[src/rtl/s4ga_ff.sv]
// Streaming K-LUT gate array: serial config segments build one LUT at a time into an addressable value array.
// Latency: a LUT result is visible on po one cycle after its commit edge (registered LUTs after the frame-end edge).
// Backpressure: none outward; si_valid low freezes all sequencing state, so the stream may stall on any cycle.
module s4ga_ff #(
  parameter int N     = 16,
  parameter int K     = 4,
  parameter int SI_W  = 4,
  parameter int N_IN  = 4,
  parameter int N_OUT = 8
) (
  input  logic             clk,
  input  logic             rst,
  input  logic [SI_W-1:0]  si,
  input  logic             si_valid,
  input  logic [N_IN-1:0]  pi,
  output logic [N_OUT-1:0] po,
  output logic             frame_done
);

  localparam int IDX_W     = $clog2(N + N_IN);
  localparam int IDX_SEGS  = (IDX_W + SI_W - 1) / SI_W;
  localparam int MASK_BITS = 1 << K;
  localparam int MASK_SEGS = (MASK_BITS + SI_W - 1) / SI_W;
  localparam int MAX_SEGS  = (IDX_SEGS > MASK_SEGS) ? IDX_SEGS : MASK_SEGS;
  localparam int SH_W      = MAX_SEGS * SI_W;
  localparam int SRC_W     = 1 << IDX_W;
  localparam int NW        = (N > 1) ? $clog2(N) : 1;
  localparam int KW        = (K > 1) ? $clog2(K) : 1;
  localparam int SW        = (MAX_SEGS > 1) ? $clog2(MAX_SEGS) : 1;

  typedef enum logic [1:0] {
    ST_REG,
    ST_IDX,
    ST_MASK
  } state_t;

  state_t           state, state_nxt;
  logic [NW-1:0]    n, n_nxt;
  logic [KW-1:0]    k, k_nxt;
  logic [SW-1:0]    seg, seg_nxt;
  logic [SH_W-1:0]  sh, sh_nxt;
  logic             reg_flag;
  logic [K-1:0]     ins;
  logic [N_IN-1:0]  pi_q;
  logic [N-1:0]     value, pending, reg_map;
  logic [N-1:0]     value_c, pending_c, reg_map_c;
  logic             idx_done, commit, last_lut;
  logic [IDX_W-1:0] idx_val;
  logic [SRC_W-1:0] src;
  logic             idx_bit;
  logic [MASK_BITS-1:0] mask_val;
  logic             lut_r;

  // Field assembly: segments arrive most-significant first, so the newest segment lands in the low bits.
  // Stale bits from earlier fields shift above the field width and are never looked at.
  assign sh_nxt   = (sh << SI_W) | SH_W'(si);
  assign idx_val  = sh_nxt[IDX_W-1:0];
  assign mask_val = sh_nxt[MASK_BITS-1:0];
  assign lut_r    = mask_val[ins];
  assign last_lut = (n == NW'(N - 1));
  assign po       = value[N_OUT-1:0];

  // Next-state sequencing: REG -> K index fields -> mask -> next LUT; held while si_valid is low
  always_comb begin
    state_nxt = state;
    n_nxt     = n;
    k_nxt     = k;
    seg_nxt   = seg;
    idx_done  = 1'b0;
    commit    = 1'b0;
    if (si_valid) begin
      case (state)
        ST_REG: begin
          state_nxt = ST_IDX;
          k_nxt     = '0;
          seg_nxt   = '0;
        end
        ST_IDX: begin
          if (seg == SW'(IDX_SEGS - 1)) begin
            idx_done = 1'b1;
            seg_nxt  = '0;
            if (k == KW'(K - 1)) begin
              k_nxt     = '0;
              state_nxt = ST_MASK;
            end else begin
              k_nxt = k + 1'b1;
            end
          end else begin
            seg_nxt = seg + 1'b1;
          end
        end
        ST_MASK: begin
          if (seg == SW'(MASK_SEGS - 1)) begin
            commit    = 1'b1;
            seg_nxt   = '0;
            state_nxt = ST_REG;
            n_nxt     = last_lut ? '0 : n + 1'b1;
          end else begin
            seg_nxt = seg + 1'b1;
          end
        end
        default: state_nxt = ST_REG;
      endcase
    end
  end

  // FSM state and counters
  always_ff @(posedge clk) begin
    if (rst) begin
      state <= ST_REG;
      n     <= '0;
      k     <= '0;
      seg   <= '0;
    end else begin
      state <= state_nxt;
      n     <= n_nxt;
      k     <= k_nxt;
      seg   <= seg_nxt;
    end
  end

  // Segment shift register, advances only on accepted segments
  always_ff @(posedge clk) begin
    if (rst) begin
      sh <= '0;
    end else if (si_valid) begin
      sh <= sh_nxt;
    end
  end

  // Unified index space: LUT values, then sampled inputs, then zeros for out-of-range indices
  always_comb begin
    src             = '0;
    src[N-1:0]      = value;
    src[N+N_IN-1:N] = pi_q;
    idx_bit         = src[idx_val];
  end

  // Registered flag, resolved LUT inputs, and the per-frame input sample taken at LUT 0's REG segment
  always_ff @(posedge clk) begin
    if (rst) begin
      reg_flag <= 1'b0;
      ins      <= '0;
      pi_q     <= '0;
    end else begin
      if (si_valid && state == ST_REG) begin
        reg_flag <= si[0];
        if (n == '0) pi_q <= pi;
      end
      if (idx_done) ins[k] <= idx_bit;
    end
  end

  // Commit and frame-end update; the last LUT's own result is folded in before the registered copy-over
  always_comb begin
    value_c   = value;
    pending_c = pending;
    reg_map_c = reg_map;
    if (commit) begin
      reg_map_c[n] = reg_flag;
      if (reg_flag) pending_c[n] = lut_r;
      else          value_c[n]   = lut_r;
      if (last_lut) value_c = (value_c & ~reg_map_c) | (pending_c & reg_map_c);
    end
  end

  // LUT value, pending and registered-map storage
  always_ff @(posedge clk) begin
    if (rst) begin
      value   <= '0;
      pending <= '0;
      reg_map <= '0;
    end else begin
      value   <= value_c;
      pending <= pending_c;
      reg_map <= reg_map_c;
    end
  end

  // One-cycle pulse following the last LUT's commit edge
  always_ff @(posedge clk) begin
    if (rst) frame_done <= 1'b0;
    else     frame_done <= commit && last_lut;
  end

endmodule

[config.mk]
export PLATFORM = sky130hd
export DESIGN_NAME = s4ga_ff
export DESIGN_NICKNAME = d
export VERILOG_FILES = /design/src/rtl/s4ga_ff.sv
export SDC_FILE = /design/constraint.sdc
export NUM_CORES = 1
export LEC_CHECK = 0
export CORE_MARGIN = 4
export CORE_UTILIZATION = 41
export CTS_BUF_LIST = sky130_fd_sc_hd__clkbuf_8
export DETAILED_ROUTE_END_ITERATION = 8
export PLACE_DENSITY = 0.62
export REMOVE_ABC_BUFFERS = 1
export SETUP_SLACK_MARGIN = 0.1
export SYNTH_ARGS = -nofsm -noshare
export SYNTH_HDL_FRONTEND = slang
export SYNTH_SLANG_ARGS = --single-unit
[constraint.sdc]
create_clock -name clk -period 2.4 [get_ports clk]
set_clock_uncertainty 0.2 [all_clocks]
set_input_delay 0.48 -clock clk [delete_from_list [all_inputs] [get_ports clk]]
set_output_delay 0.48 -clock clk [all_outputs]
set_load 0.005 [all_outputs]
==> summary.md <==
| Metric | Value |
|---|---|
| Seq/Total Area, Yosys | `0.388` |
| Yosys top cell by area | `dfxtp_1` |
| Drt first pass iters | `4` |
| Crit path top cell by count | `mux2i_4` |
| Worst Path Max Fanout | `5` |
| Yosys reg bits | `78` |
| Number of global-route vias before repair | `3368` |
| Fin. Hold Viols | `0` |
| Die ar. | `11500 µm²` |
| Pin count of the biggest net entering global routing | `44` |
| Post-Syn Area | `approximately 4000 µm²` |
| Worst Path Required | `2.46 ns` |
| Hold Crit Class | `reg -> reg` |
| Synth warn | `0` |
| Fin crit share | `0.915` |
| Initial DRC count | `about 240` |
| Met3 Use GR | `0.0367` |
| Port Buf Inserts | `19` |
| Final HPWL DP | `about 7400 µm` |
| Area Growth Syn to Fin | `17.8%` |
| DR WL/cell | `around 16 µm` |
| Synth cell types | `between 40 and 50` |
| Syn Area/Cell | `~8.3 µm²` |
| Skew-Pair Late Insertion Delay | `between 0.3 and 0.4 ns` |
| Chip Height | `107 µm` |
| Max-slew violations | `0` |
| Status | `finished clean` |
| Worst EP arrival | `roughly 2.3 ns` |
| Die Width | `around 110 µm` |
| Synthesized instance count | `around 500` |
| Share of post-route cells with drive strength above 1 | `0.144` |
| Setup ws final | `0.205 ns` |
| R2r setup slk | `roughly 0.27 ns` |
| H-tree depth | `3` |
| CTS Sinks | `78` |
| Initial Utilization | `0.427` |
| Met2 usage | `0.301` |
| Fmax | `roughly 0.46 GHz` |
| Routability cong. | `between 0.8 and 0.9` |
| Ys flop type | `dfxtp_1` |
| Most frequent cell after synthesis | `dfxtp_1` |
| CTS tree | `done` |
| Slowest CP cell | `mux4_2` |
| Yosys top cell area share | `0.388` |
| Wirelength, routed | `10400 µm` |
| Antenna diodes | `0` |
| Min Clock Period, post-route | `2.20 ns` |
| Grt peak-use layer | `met2` |
| Max cap viols | `0` |
| Commonest cells in the netlist | `78 x dfxtp_1, 76 x nand2_1, 46 x a21oi_1` |
| Core Region | `roughly 9400 µm²` |
| Slew HR | `0.689` |
| P_leak | `between 1.5 and 2 nW` |
| EDFF count, synth | `0` |
| Count of final setup violators | `0` |
| Clock root cell | `clkbuf_8` |
| Clock buffer depth | `2` |
| Post-place setup slack | `-0.222 ns` |
| Crit Path Category | `in -> reg` |
| Slowest cell delay on critical path | `roughly 0.5 ns` |
| Nets | `~550` |
| CP Capture Type | `register` |
| Global Route met1 Usage | `0.255` |
| GRT Residual Overflow | `0` |
| CTS buffer count | `9` |
| Cell Pwr Density | `520 nW/µm²` |
| Startpoint class of the critical path | `primary input` |
| Synth area leaders | `dfxtp_1 39%, nand2_1 7.1%, mux2i_1 6.7%` |
| Cell Chain, Critical Path | `clkdlybuf4s50_1, mux4_2, mux2i_4, mux2i_4, or3_1, a22o_1` |
| Post-DR vias/cell | `5.41` |
| DRC Markers | `0` |
| Total global-route track usage | `0.189` |
| ANT nets after route | `0` |
| Placed Area | `4510 µm²` |
| Vias | `around 3500` |
| Clock Pin Slew Worst Setup and Hold Paths | `roughly 0.090 ns` |
| Post-CTS Setup Inserts | `0` |
| Worst-Margin Slew | `around 0.47 ns` |
| Initial antenna violation count | `0` |
| Ports | `20` |
| First-pass GRT wire length | `around 17000 µm` |
| Post-Layout Inst Area | `roughly 4700 µm²` |
| Maximum vdd drop | `approximately 0.23 mV` |
| # rows | `35` |
| Ys async rst share | `0` |
| Unrepaired setup endpoints after global routing | `no` |
logic make-up (layout without fill, tap and decap cells):
logic type	Yosys count	after routing	synth area share
and+or+nand+nor	185	185	0.215
DFF	78	78	0.388
adders and majority gates	16	16	0.0498
buffers and inverters	54	93	0.0616
muxes	35	35	0.109
xor gates and xnor gates	1	1	0.00218
AOI/OAI and AO/OA	118	118	0.174
layout by cell type, fill, tap and decap left out, types with 2 or more instances in the layout:
cell type and count:
nor3_1 5, o22ai_1 2, nand4_1 4, dfxtp_1 76
nor2_1 39, nand2b_1 8, buf_4 44, nor3b_1 3
clkbuf_8 9, mux4_2 7, a2111oi_0 3, nor4b_1 4
mux2i_1 24, o21ai_0 33, dfxtp_2 2, a211oi_1 3
o2111ai_1 2, a31oi_1 5, inv_6 3, nand3b_1 8
nor2b_1 5, and3_1 3, ha_1 16, nand2_1 76
a311oi_1 7, and2_1 2, o211ai_1 4, clkdlybuf4s50_1 18
clkinvlp_4 3, nand3_1 23, mux2i_4 3, inv_1 14
a21boi_0 4, a21oi_1 46
worst max-delay path: cells and delay by family:
family	cells	cell delay (ns)
mux	3	0.80
buf+inv	1	0.42
simple gates	1	0.36
compound gates	1	0.20
final timing paths:
path | endpoint | depth (start not counted) | startpoint
max | value[3]$_SDFFE_PP0P_ | 6 | si[0]
min | pending[4]$_SDFFE_PP0P_ | 2 | pending[4]$_SDFFE_PP0P_
max reg2reg | value[3]$_SDFFE_PP0P_ | 5 | ins[2]$_SDFFE_PP0P_
min reg2reg | pending[4]$_SDFFE_PP0P_ | 2 | pending[4]$_SDFFE_PP0P_
layout make-up:
type	count	area, µm²
clock inverters	7	57.6
clock buffers	9	124
multi-input cells	355	2260
well taps	129	161
fillers	893	4680
inverters	14	52.6
repair buffers	63	515
flip-flops and latches	78	1560
routing by layer:
metal	wire (µm)	vias to the layer above	share of wire
met2	4770	91	0.46
met3	422	17	0.041
met4	174	0	0.017
met5	0	-	0
met1	5010	1657	0.48
li1	-	1781	-
state kept, by name, indices dropped and copies added (netlist names):
name        flops
value          16
pending        15
reg_map        15
sh             12
ins             4
n               4
pi_q            4
k               2
seg             2
state           2
frame_done      1
reg_flag        1
through the flow:
step	util	TNS, ns	std cells	hold slack (ns)	total power (W)
floorplan	-	-2.04	447	0.225	0.00145
global placement	0.479	-3.24	639	0.244	0.00155
detailed placement	0.479	-4.36	639	0.248	0.00155
CTS	0.498	0	655	0.260	0.00248
global route	0.503	0	655	0.289	0.00256
finish	0.503	0	655	0.260	0.00246
where the power goes:
group	leakage, nW	total (W)	internal (W)	switching (W)
sequential	0.631	0.00133	0.00131	0.0000174
combinational	1.03	0.000201	0.0000903	0.000111
clock	0.0829	0.000934	0.000388	0.000547
timing repair:
item                                    4_1_cts  5_1_grt
endpoints found under the setup margin        0       18
resized for setup                             0       10
hold buffers                                  0        0
endpoints found under the hold margin         0        0
Note: power is estimated with default switching activity, not from simulation.
